--- src/rtl/prog_clk_divider.sv ---
// Programmable 50%-duty clock divider (ratio 1..2^WIDTH-1) with enable, clean stop and
// boundary-only ratio changes. Define FDIV_PERIOD_TICK_EN to add the period_tick output.
`timescale 1ns/1ps
module prog_clk_divider #(
  parameter int unsigned WIDTH = 4
) (
  input  logic             clk,
  input  logic             reset,
  input  logic             en,
  input  logic [WIDTH-1:0] div_val,
  output logic [WIDTH-1:0] active_div,
  output logic [WIDTH-1:0] pos_count,
  output logic [WIDTH-1:0] neg_count,
  output logic             running,
  output logic             clk_out
`ifdef FDIV_PERIOD_TICK_EN
  ,
  output logic             period_tick
`endif
);

  typedef enum logic [1:0] {StIdle, StRun, StDrain} state_e;

  state_e           state_q, state_d;
  logic [WIDTH-1:0] div_q, div_d;
  logic [WIDTH-1:0] cnt_q, cnt_d;
  logic [WIDTH-1:0] ncnt_q;
  logic             run_q, run_d;
  logic             hi_q, hi_d;
  logic             nhi_q;
  logic             byp_q, byp_d;
  logic             gate_q;
  logic             boundary;
  logic [WIDTH:0]   half_d;

  always_comb begin
    state_d  = state_q;
    div_d    = div_q;
    cnt_d    = cnt_q;
    boundary = (state_q != StIdle) &&
               (({1'b0, cnt_q} + (WIDTH+1)'(1)) == {1'b0, div_q});
    unique case (state_q)
      StIdle: begin
        div_d = '0;
        cnt_d = '0;
        if (en && (div_val != '0)) begin
          state_d = StRun;
          div_d   = div_val;
        end
      end
      StRun, StDrain: begin
        if (boundary) begin
          cnt_d = '0;
          if (!en || (div_val == '0)) begin
            state_d = StIdle;
            div_d   = '0;
          end else begin
            state_d = StRun;
            div_d   = div_val;
          end
        end else begin
          cnt_d   = cnt_q + WIDTH'(1);
          state_d = en ? StRun : StDrain;
        end
      end
      default: state_d = StIdle;
    endcase
    run_d  = (state_d != StIdle);
    byp_d  = run_d && (div_d == WIDTH'(1));
    // Posedge phase is high for floor(D/2) cycles; odd ratios get the extra half from nhi_q.
    half_d = {1'b0, div_d} >> 1;
    hi_d   = run_d && ({1'b0, cnt_d} < half_d);
  end

  always_ff @(posedge clk or negedge reset) begin
    if (!reset) begin
      state_q <= StIdle;
      div_q   <= '0;
      cnt_q   <= '0;
      run_q   <= 1'b0;
      hi_q    <= 1'b0;
      byp_q   <= 1'b0;
    end else begin
      state_q <= state_d;
      div_q   <= div_d;
      cnt_q   <= cnt_d;
      run_q   <= run_d;
      hi_q    <= hi_d;
      byp_q   <= byp_d;
    end
  end

  // Bypass gate changes only while clk is low, so clk & gate_q never produces a runt.
  always_ff @(negedge clk or negedge reset) begin
    if (!reset) begin
      ncnt_q <= '0;
      nhi_q  <= 1'b0;
      gate_q <= 1'b0;
    end else begin
      ncnt_q <= cnt_q;
      nhi_q  <= hi_q;
      gate_q <= byp_q;
    end
  end

`ifdef FDIV_PERIOD_TICK_EN
  logic tick_q;

  always_ff @(posedge clk or negedge reset) begin
    if (!reset) begin
      tick_q <= 1'b0;
    end else begin
      tick_q <= boundary;
    end
  end

  assign period_tick = tick_q;
`endif

  assign active_div = div_q;
  assign pos_count  = cnt_q;
  assign neg_count  = ncnt_q;
  assign running    = run_q;
  assign clk_out    = hi_q | (div_q[0] & nhi_q) | (clk & gate_q);

endmodule

--- config.mk ---
export PLATFORM = sky130hd
export DESIGN_NAME = prog_clk_divider
export DESIGN_NICKNAME = d
export VERILOG_FILES = /design/src/rtl/prog_clk_divider.sv
export SDC_FILE = /design/constraint.sdc
export NUM_CORES = 1
export LEC_CHECK = 0
export BUFFER_PORTS_ARGS = -buffer_cell sky130_fd_sc_hd__buf_2
export CAP_MARGIN = 0
export CORE_UTILIZATION = 45
export CTS_BUF_LIST = sky130_fd_sc_hd__clkbuf_4
export DETAILED_ROUTE_END_ITERATION = 6
export GPL_TIMING_DRIVEN = 0
export PLACE_DENSITY = 0.68
export SETUP_SLACK_MARGIN = 0.15
export SLEW_MARGIN = 20
export SYNTH_ARGS = -nofsm -noshare
export SYNTH_HDL_FRONTEND = slang
export SYNTH_SLANG_ARGS = --single-unit
export TNS_END_PERCENT = 5
--- constraint.sdc ---
create_clock -name clk -period 2.9 [get_ports clk]
set_input_delay 0.435 -clock clk [delete_from_list [all_inputs] [get_ports clk]]
set_output_delay 0.435 -clock clk [all_outputs]
set_load 0.02 [all_outputs]
==> results.py <==
metrics = {
    "worst_setup_path": {
        "arrival_ns": 2.65,
        "path_cells": "a221o_1, buf_6",
        "critPathKind": "flop to primary output",
        "startpoint_type": "flop",
        "required_ns": 2.47,
        "crit_fanout": 1,
        "cpMaxStageDelayCell": "dfrtn_1",
        "cp-end-kind": "primary output",
        "slowest_delay_ns": 0.34,
    },
    "synth": {
        "synth.avg_cell_area_um2": 10.36,
        "synth-seq-cells": 19,
        "synth-simple-area-share": 0.1585,
        "syn-cell-area_um2": 1026,
        "synth_edf_count": 0,
        "synth_ff_type": "dfrtp_1",
        "synth_async_sr_flop_share": 1.000,
        "synth-compound-area-share": 0.2183,
        "synth-xor-area-share": 0.05122,
        "synth_mux_area_frac": 0.02073,
        "synthCells": 99,
        "yosys_warnings": 0,
        "ys_seq_area_frac": 0.4634,
        "synthAdderAreaFrac": 0.06098,
        "synth_top_family_by_area": "compound AO/OA/AOI/OAI gates",
        "syn_nets": 111,
        "netlist-cell-type-count": 40,
    },
    "route": {
        "drt_pass1_iterations": 4,
        "drc": 0,
        "vias_per_cell": 5.731,
        "ant_nets": 0,
        "routed_wl_um": 2322,
        "num_vias": 894,
        "drtIter0Drc": 18,
        "wl_per_cell_um": 14.88,
    },
    "global_route": {
        "antenna_found_initial": 0,
        "grt_pass1_wl_um": 3967,
        "grt_pass1_vias": 884,
        "grt_max_degree": 20,
        "grt_util_all_layers": 0.2227,
        "overflow": 0,
    },
    "timing": {
        "hold_viol_final": 0,
        "max_slew_margin": 0.7203,
        "setup_viol": 1,
        "rsz0062_at_grt": "yes",
        "setup_ws_ns": -0.1864,
        "fin_worst_skew_ns": 0.009542,
        "timing.hold.ws_ns": 0.3031,
        "slew_viol_final": 0,
        "worst_slew_pin_slew_ns": 0.4196,
    },
    "clock_tree": {
        "clk_latency_ns": 0.41,
        "cts_tree": "done",
        "clk_pin_slew_worst_paths_ns": 0.10,
    },
    "outcome": {
        "status": "complete, but fails checks",
        "violations": "setup timing",
    },
    "floorplanning": {
        "num_rows": 16,
        "io_pins": 21,
        "die-area_um2": 2475,
        "die_w_um": 49.75,
        "initial_core_util": 0.5025,
        "core_area_um2": 2042,
        "die-height_um": 49.75,
    },
    "layout": {
        "syn_to_final_growth_pct": 23.90,
        "final_nets": 142,
        "stdcell_area_um2": 1271,
        "final_cell_mix": "buf_2 (15), dfrtp_1 (12), o21ai_0 (8)",
        "antenna-diode-count": 0,
        "mostFrequentLayoutCell": "buf_2",
        "drive_gt1_frac": 0.2946,
        "stdcell_count": 156,
    },
    "placed_design": {
        "dpl_cell_area_um2": 1161,
        "place_congestion": 0.8036,
        "numPortBuffers": 20,
        "dp.cells": 146,
        "dp_hpwl_um": 1648,
    },
    "power_and_ir_drop": {
        "p_leak_nw": 0.6123,
        "p_per_area_nw_per_um2": 1172,
        "ir_worst_vdd_uv": 646.4,
    },
    "worst_hold_path": {
        "worstHoldPathType": "primary input to flop",
    },
    "run": {
        "maxCapViolCount": 0,
    },
}
-- registers in the layout, summed over array words and instances, names as in the netlist --
| name | flops |
|---|---|
| active_div | 4 |
| neg_count | 4 |
| pos_count | 4 |
| state_q | 2 |
| byp_q | 1 |
| gate_q | 1 |
| hi_q | 1 |
| nhi_q | 1 |
| running | 1 |
-- power breakdown --
group	switching, W	internal [W]
clock	0.000108	0.000131
combinational	0.000464	0.000338
sequential	0.0000882	0.000361
total	0.000659	0.000830
-- repair_timing --
item | 4_1_cts | 5_1_grt
gates resized for setup | 11 | 1
pin swaps | 1 | 1
setup buffers | 0 | 2
setup endpoints to repair | 6 | 6
hold buffers | 1 | 0
endpoints found under the hold margin | 13 | 0
-- metrics by stage --
| stage | worst slack [ns] | util | total power, W | setup TNS (ns) |
|---|---|---|---|---|
| 5_1_grt | -0.2202 | 0.6225 | 0.001619 | -0.4114 |
| 4_1_cts | -0.2009 | 0.6146 | 0.001467 | -0.2598 |
| 3_5_place_dp | -0.09599 | 0.5686 | 0.001228 | -0.09599 |
| 2_1_floorplan | 0.1713 | - | 0.001018 | 0 |
| 3_3_place_gp | -0.02609 | 0.5686 | 0.001201 | -0.02609 |
| 6_report | -0.1864 | 0.6225 | 0.001490 | -0.1864 |
-- kinds of logic after synthesis --
group | Yosys count
and+or+nand+nor | 29
adders and majority gates | 5
muxes | 2
AOI/OAI and AO/OA | 31
buffers and inverters | 7
DFF | 19
xor gates and xnor gates | 6
-- path summary, 6_finish.rpt --
kind / startpoint / to / slack (ns) / depth (start not counted)
max: nhi_q / clk_out / -0.19 / 2
max reg2reg: pos_count[0] / hi_q / 0.03 / 11
min in group asynchronous: reset / pos_count[2] / 0.50 / 2
min reg2reg: pos_count[0] / pos_count[0] / 0.61 / 1
min: div_val[3] / active_div[3] / 0.30 / 2
max in group asynchronous: reset / gate_q / 0.75 / 2
-- area by class of cell --
| class | instances | area (um2) |
|---|---|---|
| Fill cell | 179 | 770.7 |
| Multi-Input combinational cell | 73 | 524.3 |
| Sequential cell | 19 | 476.7 |
| Timing Repair Buffer | 22 | 145.1 |
| Clock buffer | 8 | 63.81 |
| Tap cell | 27 | 33.78 |
| Inverter | 5 | 18.77 |
| Buffer | 2 | 8.758 |
-- worst max-delay path, delay by kind of cell, from the launching register on --
family | cells | cell delay, ns
AO/OA/AOI/OAI | 1 | 0.32
buffers and inverters | 1 | 0.13
flip-flops | 1 | 0.34
-- layer usage --
| metal | track usage | share of wire | up-vias |
|---|---|---|---|
| li1 | - | - | 428 |
| met1 | 0.2801 | 0.46 | 434 |
| met2 | 0.3356 | 0.47 | 27 |
| met3 | 0.05864 | 0.049 | 5 |
| met4 | 0.1429 | 0.022 | 0 |
| met5 | 0 | 0 | - |
-- cell usage after synthesis (2+ instances only) --
cell type	number	area share
inv_1	5	0.018
nor3_1	2	0.0098
nor2_1	5	0.018
nand2_1	6	0.022
nand3_1	3	0.015
dfrtn_1	6	0.15
a31oi_1	2	0.012
ha_1	5	0.061
a22o_1	2	0.017
a22oi_1	3	0.022
a21oi_1	3	0.015
xor2_1	3	0.026
nor2b_1	3	0.018
dfrtp_1	13	0.32
xnor2_1	3	0.026
and2_1	3	0.018
o21ai_0	9	0.044
(Power assumes the default switching activity.)
